===== src/rtl/hit_judge_if.sv =====
// hit_judge_if: round-control, switch and result signals shared by the reaction-game judge and its driver
//  master: drives start, target, switch, clear_score; observes the results
//  slave : the judge; drives led_out, busy, hit, miss, miss_cause, bad_target, score, streak
interface hit_judge_if #(
  parameter int N_SW    = 8,
  parameter int SCORE_W = 8
);
  logic               start;
  logic [N_SW-1:0]    target;
  logic [N_SW-1:0]    switch;
  logic               clear_score;
  logic [N_SW-1:0]    led_out;
  logic               busy;
  logic               hit;
  logic               miss;
  logic [1:0]         miss_cause;
  logic               bad_target;
  logic [SCORE_W-1:0] score;
  logic [SCORE_W-1:0] streak;
  modport master (
    output start, target, switch, clear_score,
    input  led_out, busy, hit, miss, miss_cause, bad_target, score, streak
  );
  modport slave (
    input  start, target, switch, clear_score,
    output led_out, busy, hit, miss, miss_cause, bad_target, score, streak
  );
endinterface


===== src/rtl/hit_judge.sv =====
// hit_judge: reaction-game judge; lights a one-hot lane for WINDOW cycles and scores the first switch toggle
//  clk, rst_n : rising-edge clock, asynchronous active-low reset
//  bus.start/target/switch/clear_score : round request, lane to light, synchronised switches, score clear
//  bus.led_out/busy : lit lane and round-in-progress flag
//  bus.hit/miss/miss_cause/bad_target : one-cycle result pulses (cause 01 wrong, 10 timeout, 11 early)
//  bus.score/streak : saturating hit count and consecutive-hit count
module hit_judge #(
  parameter int N_SW       = 8,
  parameter int WINDOW     = 100_000_000,
  parameter int TW         = 32,
  parameter int SCORE_W    = 8,
  parameter bit EARLY_MISS = 1'b1
) (
  input logic        clk,
  input logic        rst_n,
  hit_judge_if.slave bus
);
  typedef enum logic {IDLE, ARMED} state_t;
  state_t             state, state_nx;
  logic [N_SW-1:0]    tgt, tgt_nx, sw_prev, tog;
  logic [TW-1:0]      timer, timer_nx;
  logic               primed;
  logic               hit_nx, miss_nx, bad_nx;
  logic [1:0]         cause_nx;
  logic [SCORE_W-1:0] score_nx, streak_nx;
  assign tog = bus.switch ^ sw_prev;
  // The first edge after reset only captures the switch levels, so levels held through reset never count as toggles.
  always_comb begin
    state_nx  = state;
    tgt_nx    = tgt;
    timer_nx  = timer;
    hit_nx    = 1'b0;
    miss_nx   = 1'b0;
    bad_nx    = 1'b0;
    cause_nx  = 2'b00;
    if (primed && state == IDLE) begin
      if (bus.start) begin
        if ($onehot(bus.target)) begin
          tgt_nx   = bus.target;
          timer_nx = TW'(WINDOW);
          state_nx = ARMED;
        end else
          bad_nx = 1'b1;
      end else if (|tog && EARLY_MISS) begin
        miss_nx  = 1'b1;
        cause_nx = 2'b11;
      end
    end else if (primed) begin
      // A toggle on the final window edge still counts: it is checked before the timeout.
      if (|tog) begin
        hit_nx   = tog == tgt;
        miss_nx  = tog != tgt;
        cause_nx = tog == tgt ? 2'b00 : 2'b01;
        state_nx = IDLE;
      end else begin
        timer_nx = timer - 1'b1;
        miss_nx  = timer == TW'(1);
        cause_nx = timer == TW'(1) ? 2'b10 : 2'b00;
        state_nx = timer == TW'(1) ? IDLE : ARMED;
      end
    end
    score_nx  = bus.clear_score ? '0 : hit_nx && !(&bus.score) ? bus.score + 1'b1 : bus.score;
    streak_nx = bus.clear_score || miss_nx ? '0 : hit_nx && !(&bus.streak) ? bus.streak + 1'b1 : bus.streak;
  end
  always_ff @(posedge clk or negedge rst_n)
    if (!rst_n) begin
      state          <= IDLE;
      tgt            <= '0;
      timer          <= '0;
      sw_prev        <= '0;
      primed         <= 1'b0;
      bus.led_out    <= '0;
      bus.busy       <= 1'b0;
      bus.hit        <= 1'b0;
      bus.miss       <= 1'b0;
      bus.miss_cause <= 2'b00;
      bus.bad_target <= 1'b0;
      bus.score      <= '0;
      bus.streak     <= '0;
    end else begin
      state          <= state_nx;
      tgt            <= tgt_nx;
      timer          <= timer_nx;
      sw_prev        <= bus.switch;
      primed         <= 1'b1;
      bus.led_out    <= state_nx == ARMED ? tgt_nx : '0;
      bus.busy       <= state_nx == ARMED;
      bus.hit        <= hit_nx;
      bus.miss       <= miss_nx;
      bus.miss_cause <= cause_nx;
      bus.bad_target <= bad_nx;
      bus.score      <= score_nx;
      bus.streak     <= streak_nx;
    end
endmodule

===== src/flat_wrapper.sv =====
// flat-port wrapper written by rule: the top's interface ports become plain ports
module hit_judge_flat 
#(
  parameter int N_SW       = 8,
  parameter int WINDOW     = 100_000_000,
  parameter int TW         = 32,
  parameter int SCORE_W    = 8,
  parameter bit EARLY_MISS = 1'b1
)
  (clk, rst_n, bus_start, bus_target, bus_switch, bus_clear_score, bus_led_out, bus_busy, bus_hit, bus_miss, bus_miss_cause, bus_bad_target, bus_score, bus_streak);
  hit_judge_if #(.N_SW(N_SW), .SCORE_W(SCORE_W)) bus_i ();
  input logic clk;
  input logic rst_n;
  input wire logic [$bits(bus_i.start)-1:0] bus_start;
  input wire logic [$bits(bus_i.target)-1:0] bus_target;
  input wire logic [$bits(bus_i.switch)-1:0] bus_switch;
  input wire logic [$bits(bus_i.clear_score)-1:0] bus_clear_score;
  output wire logic [$bits(bus_i.led_out)-1:0] bus_led_out;
  output wire logic [$bits(bus_i.busy)-1:0] bus_busy;
  output wire logic [$bits(bus_i.hit)-1:0] bus_hit;
  output wire logic [$bits(bus_i.miss)-1:0] bus_miss;
  output wire logic [$bits(bus_i.miss_cause)-1:0] bus_miss_cause;
  output wire logic [$bits(bus_i.bad_target)-1:0] bus_bad_target;
  output wire logic [$bits(bus_i.score)-1:0] bus_score;
  output wire logic [$bits(bus_i.streak)-1:0] bus_streak;
  assign bus_i.start = bus_start;
  assign bus_i.target = bus_target;
  assign bus_i.switch = bus_switch;
  assign bus_i.clear_score = bus_clear_score;
  assign bus_led_out = bus_i.led_out;
  assign bus_busy = bus_i.busy;
  assign bus_hit = bus_i.hit;
  assign bus_miss = bus_i.miss;
  assign bus_miss_cause = bus_i.miss_cause;
  assign bus_bad_target = bus_i.bad_target;
  assign bus_score = bus_i.score;
  assign bus_streak = bus_i.streak;
  hit_judge #(.N_SW(N_SW), .WINDOW(WINDOW), .TW(TW), .SCORE_W(SCORE_W), .EARLY_MISS(EARLY_MISS)) u_core (.clk(clk), .rst_n(rst_n), .bus(bus_i));
endmodule

===== config.mk =====
export PLATFORM = sky130hd
export DESIGN_NAME = hit_judge_flat
export DESIGN_NICKNAME = d
export VERILOG_FILES = /design/src/rtl/hit_judge_if.sv /design/src/rtl/hit_judge.sv /design/src/flat_wrapper.sv
export SDC_FILE = /design/constraint.sdc
export NUM_CORES = 1
export LEC_CHECK = 0
export CORE_ASPECT_RATIO = 1.5
export CORE_MARGIN = 8
export CORE_UTILIZATION = 50
export CTS_CLUSTER_DIAMETER = 100
export DETAILED_ROUTE_END_ITERATION = 8
export PLACE_DENSITY = 0.85
export SETUP_SLACK_MARGIN = 0.15
export SLEW_MARGIN = 15
export SYNTH_ARGS = -nofsm -noshare
export SYNTH_HDL_FRONTEND = slang
export SYNTH_SLANG_ARGS = --single-unit

===== constraint.sdc =====
create_clock -name clk -period 2.3 [get_ports clk]
set_input_delay 0.46 -clock clk [delete_from_list [all_inputs] [get_ports clk]]
set_output_delay 0.46 -clock clk [all_outputs]
set_load 0.005 [all_outputs]

==> results of run 1 <==
## through the flow
| stage | setup slack [ns] | setup TNS, ns | std cells | hold slack, ns |
|---|---|---|---|---|
| finish | -1.69 | -65.30 | 612 | 0.116 |
| global route | -1.77 | -70.40 | 612 | 0.163 |
| CTS | -1.47 | -59.20 | 602 | 0.136 |
| detailed placement | -2.24 | -101.46 | 568 | 0.495 |
| global placement | -2.12 | -97.14 | 568 | 0.491 |
| floorplan | -1.58 | -58.39 | 373 | 0.164 |
## synthesized netlist by cell type
master	instances
dfrtp_1	79
nand2_1	40
nor2_1	26
xor2_1	23
nand3_1	22
a21oi_1	19
inv_1	15
nand4_1	14
xnor2_1	14
ha_1	10
o21ai_0	9
nor3_1	8
or4_1	8
xnor3_1	8
clkbuf_1	7
nor2b_1	6
o31ai_1	6
or3_1	6
and3_1	5
nand4b_1	5
fa_1	4
nand3b_1	4
nor4_1	4
and4_1	3
mux2i_1	3
or4_4	3
a21o_1	2
and4b_1	2
buf_1	2
nand2b_1	2
nor3b_1	2
a2111oi_2	1
buf_2	1
conb_1	1
mux2_2	1
nand3_2	1
nor3_4	1
nor4_4	1
nor4b_1	1
nor4bb_1	1
o31ai_2	1
or2_2	1
or3_4	1
## cell families (layout without fill, tap and decap cells)
logic type                 count (synthesis)  in the layout  synth area share
DFF                                       79             79             0.495
buffers and inverters                     25            158            0.0238
AOI/OAI and AO/OA                         38             39            0.0570
adders and majority gates                 14             14            0.0513
muxes                                      4              4            0.0103
xor gates and xnor gates                  45             45             0.126
other                                      1              1          0.000938
and+or+nand+nor                          167            167             0.236
## state kept, by name (all words and copies together) (netlist names), named ones only
register and count:
u_core.timer 32, u_core.bus.led_out 8, u_core.bus.score 8, u_core.bus.streak 8, u_core.sw_prev 8, u_core.tgt 8, u_core.bus.miss_cause 2, u_core.bus.bad_target 1
u_core.bus.hit 1, u_core.bus.miss 1, u_core.primed 1
## power groups by stage
stage,clock (mW),combinational (mW),sequential [mW]
2_1_floorplan,0,0.712,1.90
3_3_place_gp,0,1.09,1.92
3_5_place_dp,0,1.14,1.95
4_1_cts,1.34,1.24,1.94
5_1_grt,1.40,1.57,2.02
6_report,1.35,1.48,2.00
## worst paths after layout
path	endpoint	slack [ns]
worst max-delay path	u_core.timer[18]$_DFFE_PN0P_	-1.69
worst min register to register	u_core.tgt[5]$_DFF_PN0_	0.55
max in group asynchronous	asynchronous set/reset pin	1.60
min in group clk	u_core.sw_prev[1]$_DFF_PN0_	0.28
worst min-delay path	u_core.bus.streak[1]$_DFFE_PN0P_	0.12
worst max register to register	u_core.timer[30]$_DFFE_PN0P_	-0.44
## metal layers
metal  routed length [µm]  up-vias  share of wire  track usage
li1                     -     1576              -            -
met1                 5210     1901           0.36        0.264
met2                 7420      239           0.52        0.426
met3                  842       81          0.058       0.0498
met4                  932        0          0.065        0.137
met5                    0        -              0            0
## worst max-delay path, cell delays in order
cell and delay (ns):
buf_8 0.10, ha_4 0.15, fa_1 0.55, inv_2 0.05, fa_1 0.52, inv_1 0.07, ha_2 0.19, fa_1 0.45
nor4b_2 0.27, nand4b_1 0.23, o31ai_4 0.17, buf_4 0.21, nand3_4 0.08, buf_4 0.17, o31ai_2 0.39, nand3_1 0.14
## area by class of cell
cell class	instances	share of cell area
clock buffers	12	0.0421
clock inverters	4	0.00328
inverters	15	0.00924
multi-input cells	270	0.395
flip-flops and latches	79	0.325
well taps	105	0.0216
repair buffers	127	0.204
## what timing repair did
action,in CTS,in global routing
hold endpoints to repair,0,0
pin swaps,33,41
hold buffers,0,0
setup buffers,15,10
cloned,3,1
gates resized for setup,109,74
endpoints found under the setup margin,67,68
==> out/results.tsv, run 1 <==
metric	value	unit
VDD IR-drop max	0.666	mV
most frequent cells in the layout	dfrtp_1, buf_4, clkdlybuf4s50_1	
Synth Register Bits	79	
CTS Sinks	79	
cell taking the most area after synthesis	dfrtp_1	
port buffer count	49	
pin count of the biggest net entering global routing	44	
syn nets	407	
Yosys top cell area share	0.495	
Tmin final	3.99	ns
clock slew at reported path FFs	0.06	ns
Worst Tran Pin Value	0.795	ns
# nets final	536	
vias in the first global route	3923	
Hold Path Class	primary input to asynchronous set/reset pin	
synth warn	0	
drt via density	6.20	
Comb power frac	0.306	
post-synth cell types	43	
crit path max fanout	6	
Seq pwr share	0.414	
IO Pins	50	
Final WS setup	-1.69	ns
Finished Cell Area	6090	µm²
Data arrival, critical path	4.20	ns
Starting Density	0.505	
fin util	0.771	
Area after DPL	5070	µm²
Post-route DRC	0	
Root Driver	clkbuf_16	
most common cell after layout, fill and taps aside	dfrtp_1	
multi-input combinational cell area	2410	µm²
CTS H-tree depth	3	
top cells by area, synth	dfrtp_1, xor2_1, xnor3_1, nand2_1, ha_1	
mean post-synth cell area	10.7	µm²
Die W	89.0	µm
Seq/Total Area, Yosys	0.495	
status	complete, but fails checks	
initial antenna violation count	0	
Sw Ratio	0.343	
Inserted Diodes	0	
failing checks	negative setup slack	
GRT Overall Usage	0.245	
GPL Wtd Cong	0.832	
Avg WL per Cell	23.6	µm
share of cells above drive strength 1	0.389	
Routed Wire Length	14400	µm
Layout area overhead	52.5	%
Psw	1.66	mW
grt ovf	0	
Clock Tree Buf Depth	2	
CP Launch Type	primary input	
CP Data Required Time	2.51	ns
initial drt markers	265	
Final ANT Viol Nets	0	
Final period util	1.73	
CP endpoint kind	flop	
WS Path Type	primary input to flop	
Setup crit start	bus_target[5]	
cells after synthesis	373	
Site Rows	40	
first drt pass iteration count	7	
Clock Latency Late Sink	0.35	ns
Worst Reg-to-Reg Cells	7	
skew final	0.00840	ns
Pwr per Cell Area	792	nW/µm²
# fillers	450	
Reg area	1980	µm²
total of max-cap violations	0	
DR vias	3797	
Die H	125	µm
CTS tree	yes	
max-slew violations	0	
reg2reg start	u_core.timer[21]$_DFFE_PN0P_	
Max Fclk	251	MHz
Overall Power	4.83	mW
RSZ-0062 raised after global routing	true	
Netlist Area Pre-Place	4000	µm²
normalized max-slew margin	0.466	
Setup violations, final	60	
first-pass GRT wire length	20700	µm
hpwl dp	7030	µm
total CTS buffers	9	
Core Area	7910	µm²
Die Area	11200	µm²
Hold Vio Cnt, Final	0	
clock power share	0.280	
leakage power	2.67	nW
internal power	3.17	mW
Power figures use the tool's default switching activity.
==> inputs of run 2 (changes only) <==
--- a/config.mk
+++ b/config.mk
@@ -6,11 +6,11 @@
 export NUM_CORES = 1
 export LEC_CHECK = 0
 export CORE_ASPECT_RATIO = 1.5
-export CORE_MARGIN = 8
+export CORE_MARGIN = 2
 export CORE_UTILIZATION = 50
 export CTS_CLUSTER_DIAMETER = 100
 export DETAILED_ROUTE_END_ITERATION = 8
-export PLACE_DENSITY = 0.85
+export PLACE_DENSITY = 0.76
 export SETUP_SLACK_MARGIN = 0.15
 export SLEW_MARGIN = 15
 export SYNTH_ARGS = -nofsm -noshare
==> run 2 against run 1 <==
Fmax up 5.2%. First-iteration DRC count up 2.3%. Clock skew about the same. Via count down 7.3%. Combinational power up 6%. Core utilization up 2.2 points. Cell count down 0.33%. Critical endpoint is now u_core.bus.led_out[3]$_DFF_PN0_. Hold slack worse by 0.016 ns. Critical path depth up 2. The run still ends with negative setup slack left.
==> out/results.tsv, run 2 (synthesized netlist as in run 1, its figures left out) <==
metric	value	unit	change
CTS tree	yes		
vias in the first global route	3780		-3.6%
initial antenna violation count	0		unchanged
Data arrival, critical path	4.05	ns	-0.15 ns
CTS Sinks	79		unchanged
first-pass GRT wire length	18100	µm	-13%
Inserted Diodes	0		unchanged
initial drt markers	271		+2.3%
internal power	3.23	mW	+1.8%
failing checks	negative setup slack		
total CTS buffers	9		unchanged
Overall Power	4.84	mW	+0.26%
VDD IR-drop max	0.679	mV	+2.0%
IO Pins	50		unchanged
Die Area	8740	µm²	-22%
Final period util	1.65		-0.0851
leakage power	2.72	nW	+1.8%
max-slew violations	0		unchanged
Max Fclk	264	MHz	+5.2%
CP Data Required Time	2.56	ns	+0.05 ns
most frequent cells in the layout	dfrtp_1, buf_4, clkdlybuf4s50_1		
Area after DPL	5060	µm²	-0.27%
GPL Wtd Cong	0.872		+4.8%
Final WS setup	-1.49	ns	+0.196 ns
Starting Density	0.518		+0.0130
Pwr per Cell Area	792	nW/µm²	about the same
CTS H-tree depth	3		unchanged
first drt pass iteration count	4		-3
Root Driver	clkbuf_16		
Clock Tree Buf Depth	2		unchanged
most common cell after layout, fill and taps aside	dfrtp_1		
CP endpoint kind	flop		
Die H	113	µm	-9.6%
reg2reg start	u_core.timer[14]$_DFFE_PN0P_		
Sw Ratio	0.333		-0.0102
RSZ-0062 raised after global routing	true		
Final ANT Viol Nets	0		unchanged
Tmin final	3.79	ns	-0.196 ns
status	complete, but fails checks		
Site Rows	39		-2.5%
crit path max fanout	5		-1
Avg WL per Cell	19.7	µm	-16%
total of max-cap violations	0		unchanged
Hold Vio Cnt, Final	0		unchanged
Layout area overhead	53.0	%	
normalized max-slew margin	0.553		+0.0874
Comb power frac	0.324		+0.018
Hold Path Class	primary input to asynchronous set/reset pin		
hpwl dp	6560	µm	-6.7%
max reg flops	32		unchanged
drt via density	5.77		-7.0%
WS Path Type	primary input to flop		
Psw	1.61	mW	-2.7%
skew final	0.00852	ns	+0.000114 ns
Finished Cell Area	6110	µm²	+0.31%
Top reg by flops	u_core.timer		
Setup crit start	bus_target[4]		
Post-route DRC	0		unchanged
# nets final	537		+0.19%
share of cells above drive strength 1	0.370		-0.0185
WHS	0.0999	ns	-0.0162 ns
Core Area	7710	µm²	-2.5%
Worst Tran Pin Value	0.665	ns	-0.130 ns
Routed Wire Length	12000	µm	-17%
pin count of the biggest net entering global routing	41		-6.8%
DR vias	3521		-7.3%
CP Launch Type	primary input		
Seq pwr share	0.410		-0.004
clock power share	0.267		-0.013
port buffer count	49		unchanged
# fillers	461		+2.4%
Die W	77.0	µm	-13%
grt ovf	0		unchanged
Clock Latency Late Sink	0.34	ns	about the same
GRT Overall Usage	0.267		+0.0218
clock slew at reported path FFs	0.06	ns	about the same
Setup violations, final	58		-3.3%
==> run 2: worst paths after layout <==
check,end,slack [ns],depth (start not counted)
max,u_core.bus.led_out[3]$_DFF_PN0_,-1.49,18
min,u_core.timer[8]$_DFFE_PN0P_,0.1,1
max reg2reg,u_core.timer[27]$_DFFE_PN0P_,-0.17,7
min reg2reg,u_core.timer[25]$_DFFE_PN0P_,0.56,2
max in group asynchronous,u_core.timer[4]$_DFFE_PN0P_,1.61,2
min in group clk,u_core.sw_prev[4]$_DFF_PN0_,0.31,1
==> run 2: metrics by stage <==
| stage | setup WS [ns] | TNS [ns] | cells | util |
|---|---|---|---|---|
| 2_1_floorplan | -1.58 | -58.39 | 373 | - |
| 3_3_place_gp | -2.06 | -95.21 | 562 | 0.656 |
| 3_5_place_dp | -2.19 | -100.22 | 562 | 0.656 |
| 4_1_cts | -1.42 | -63.94 | 601 | 0.753 |
| 5_1_grt | -1.59 | -74.97 | 610 | 0.793 |
| 6_report | -1.49 | -68.93 | 610 | 0.793 |
==> run 2: power groups by stage <==
stage | clock network (mW) | registers (mW) | logic [mW]
floorplan | 0 | 1.90 | 0.712
finish | 1.29 | 1.98 | 1.57
global route | 1.35 | 2.00 | 1.69
detailed placement | 0 | 1.94 | 1.17
global placement | 0 | 1.92 | 1.13
CTS | 1.29 | 1.92 | 1.36
==> run 2: critical path: stages <==
cell and delay, ns:
buf_8 0.10, ha_4 0.15, fa_1 0.55, inv_2 0.04, fa_1 0.47, inv_1 0.04
ha_2 0.17, fa_1 0.50, nor4b_4 0.27, buf_4 0.16, buf_6 0.08, buf_6 0.08
buf_6 0.08, buf_6 0.08, and4b_4 0.33, a21oi_4 0.06, a21o_4 0.24, a21oi_2 0.15
==> run 2: routing by layer <==
metal / share of wire / GRT usage / up-vias
met1: 0.36 / 0.288 / 1779
met2: 0.56 / 0.495 / 104
li1: - / - / 1588
met4: 0.039 / 0.150 / 0
met3: 0.038 / 0.0411 / 50
met5: 0 / 0 / -
==> run 2: repair_timing <==
| action | 4_1_cts | 5_1_grt |
|---|---|---|
| pin swaps | 32 | 29 |
| endpoints found under the setup margin | 66 | 68 |
| hold buffers | 0 | 0 |
| setup buffers | 19 | 9 |
| resized for setup | 96 | 68 |
| gates cloned | 4 | 1 |
==> run 2: cell type report <==
cell class              count  area [µm²]  share of cell area
well taps                 102         128              0.0209
flip-flops and latches     79        1980               0.323
clock buffers              11         233              0.0381
repair buffers            128        1320               0.217
inverters                  15        56.3             0.00921
clock inverters             5        25.0             0.00409
multi-input cells         270        2370               0.388
==> inputs of run 3 (changes only) <==
--- a/config.mk
+++ b/config.mk
@@ -11,6 +11,7 @@
 export CTS_CLUSTER_DIAMETER = 100
 export DETAILED_ROUTE_END_ITERATION = 8
 export PLACE_DENSITY = 0.76
+export RECOVER_POWER = 100
 export SETUP_SLACK_MARGIN = 0.15
 export SLEW_MARGIN = 15
 export SYNTH_ARGS = -nofsm -noshare
==> run 3 against run 2 <==
The run still ends with negative setup slack left. Routed wire length shrank 0.12%. Sequential power is essentially flat. Setup slack gained 0.0095 ns. Core utilization shrank 0.92 points. Critical path type unchanged.
==> out/results.tsv, run 3 (synthesized netlist as in run 1, its figures left out) <==
metric	value	unit	change
max reg flops	32		unchanged
Tmin final	3.78	ns	-0.00954 ns
Inserted Diodes	0		unchanged
Layout area overhead	51.2	%	
Top cell by count, worst path	buf_6		
crit path max fanout	7		+2
grt ovf	0		unchanged
first drt pass iteration count	4		unchanged
Met3 Routed Length	456	µm	+0.66%
Die W	77.0	µm	unchanged
Data arrival, critical path	4.02	ns	-0.03 ns
Worst Tran Pin Value	1.03	ns	+0.362 ns
crit-path cells	buf_8 -> ha_4 -> fa_1 -> inv_2 -> fa_1 -> inv_1 -> ha_2 -> fa_1 -> nor4b_4 -> buf_4 -> buf_6 -> buf_6 -> buf_6 -> buf_6 -> and4b_4 -> buf_6 -> buf_12 -> buf_16 -> nor2_1		
Top reg by flops	u_core.timer		
placed cells	562		unchanged
Critical-path top delay cell	fa_1		
pin count of the biggest net entering global routing	41		unchanged
Post-route DRC	0		unchanged
Core Area	7710	µm²	unchanged
Final Non-Filler Cells	610		unchanged
Hold Path Class	primary input to asynchronous set/reset pin		
Die Area	8740	µm²	unchanged
max-slew violations	0		unchanged
hpwl dp	6560	µm	unchanged
DR WL met2	6720	µm	-0.27%
WS Path Type	primary input to flop		
Routed Wire Length	12000	µm	-0.12%
clock slew at reported path FFs	0.06	ns	about the same
Pwr per Cell Area	796	nW/µm²	+0.51%
CP Launch Type	primary input		
DR top layer	met4		
CTS H-tree depth	3		unchanged
CTS tree	yes		
most frequent cells in the layout	dfrtp_1, buf_4, dlygate4sd3_1		
total of max-cap violations	0		unchanged
skew final	0.00977	ns	+0.00125 ns
DR vias	3529		+0.23%
share of cells above drive strength 1	0.360		-0.00984
VDD IR-drop max	0.675	mV	-0.50%
Final ANT Viol Nets	0		unchanged
M1 WL	4380	µm	+0.34%
Place WS	-2.19	ns	unchanged
initial antenna violation count	0		unchanged
CP peak stage delay	0.55	ns	about the same
total CTS buffers	9		unchanged
first-pass GRT wire length	18100	µm	unchanged
hold_buf cts	0		unchanged
CTS Sinks	79		unchanged
Hold Vio Cnt, Final	0		unchanged
leakage power	2.75	nW	+1.3%
IO Pins	50		unchanged
Avg WL per Cell	19.7	µm	-0.12%
CP Data Required Time	2.53	ns	-0.03 ns
status	complete, but fails checks		
drt via density	5.79		+0.23%
RSZ-0062 raised after global routing	true		
Setup violations, final	65		+12%
# nets final	537		unchanged
GPL Wtd Cong	0.872		unchanged
Clock Tree Buf Depth	2		unchanged
normalized max-slew margin	0.316		-0.238
most common cell after layout, fill and taps aside	dfrtp_1		
Starting Density	0.518		unchanged
Site Rows	39		unchanged
Clock Latency Late Sink	0.35	ns	about the same
Max Fclk	264	MHz	+0.25%
Final period util	1.64		-0.00415
Die H	113	µm	unchanged
Root Driver	clkbuf_16		
Final WS setup	-1.48	ns	+0.00954 ns
GRT Overall Usage	0.267		unchanged
vias in the first global route	3780		unchanged
initial drt markers	262		-3.3%
Overall Power	4.81	mW	-0.66%
CP endpoint kind	flop		
port buffer count	49		unchanged
failing checks	negative setup slack		
==> run 3: cell types whose count changed in the layout (fill, tap and decap cells not counted), moves of 2 or more <==
cell | previous run | this run
clkdlybuf4s50_1 | 33 | 4
dlygate4sd3_1 | 0 | 29
clkbuf_1 | 2 | 8
dlymetal6s2s_1 | 5 | 1
buf_4 | 53 | 51
clkdlybuf4s25_1 | 0 | 2
==> run 3: where the power goes <==
group	leakage (nW)	switching (mW)	internal, mW
clock network	0.133	0.569	0.722
registers	1.01	0.305	1.67
logic	1.61	0.723	0.814
total	2.75	1.60	3.21
==> run 3: cell type report <==
class                           instances  area, µm²
Sequential cell                        79       1980
Tap cell                              102        128
Fill cell                             475       1670
Clock inverter                          5       25.0
Timing Repair Buffer                  128       1270
Inverter                               15       56.3
Clock buffer                           11        233
Multi-Input combinational cell        270       2350
==> run 3: repair_timing <==
item,4_1_cts,5_1_grt
setup buffers,19,9
endpoints found under the setup margin,66,68
endpoints found under the hold margin,0,0
resized for setup,96,68
cloned,4,1
pin swaps,32,29
==> run 3: final timing paths <==
| kind | start | to | slack, ns | cells past startpoint |
|---|---|---|---|---|
| max in group asynchronous | rst_n | u_core.bus.miss_cause[1]$_DFF_PN0_ | 0.77 | 2 |
| min in group clk | bus_target[2] | u_core.tgt[2]$_DFF_PN0_ | 0.33 | 3 |
| worst max-delay path | bus_target[4] | u_core.timer[29]$_DFFE_PN0P_ | -1.48 | 19 |
| worst min-delay path | rst_n | u_core.timer[8]$_DFFE_PN0P_ | 0.28 | 1 |
| worst max register to register | u_core.timer[22]$_DFFE_PN0P_ | u_core.timer[28]$_DFFE_PN0P_ | -0.17 | 7 |
| worst min register to register | u_core.timer[25]$_DFFE_PN0P_ | u_core.timer[25]$_DFFE_PN0P_ | 0.56 | 2 |
==> run 3: metal layers <==
layer | GRT usage | vias to the layer above
li1 | - | 1592
met1 | 0.288 | 1782
met2 | 0.495 | 108
met3 | 0.0411 | 47
met4 | 0.150 | 0
met5 | 0 | -
==> run 3: through the flow <==
step	util	setup TNS [ns]	hold WS (ns)	cell area, µm²
after detailed placement	0.656	-100.22	0.480	5060
after global routing	0.784	-77.16	0.316	6040
after floorplan	-	-58.39	0.164	4140
final	0.784	-69.68	0.281	6040
after CTS	0.753	-63.94	0.119	5810
after global placement	0.656	-95.21	0.479	5060
==> run 3: critical path: cells and delay by family <==
| kind | cells | cell delay [ns] |
|---|---|---|
| adder cells (fa/ha/maj) | 5 | 1.85 |
| AND/OR/NAND/NOR | 3 | 0.66 |
| buffers and inverters | 11 | 1.04 |
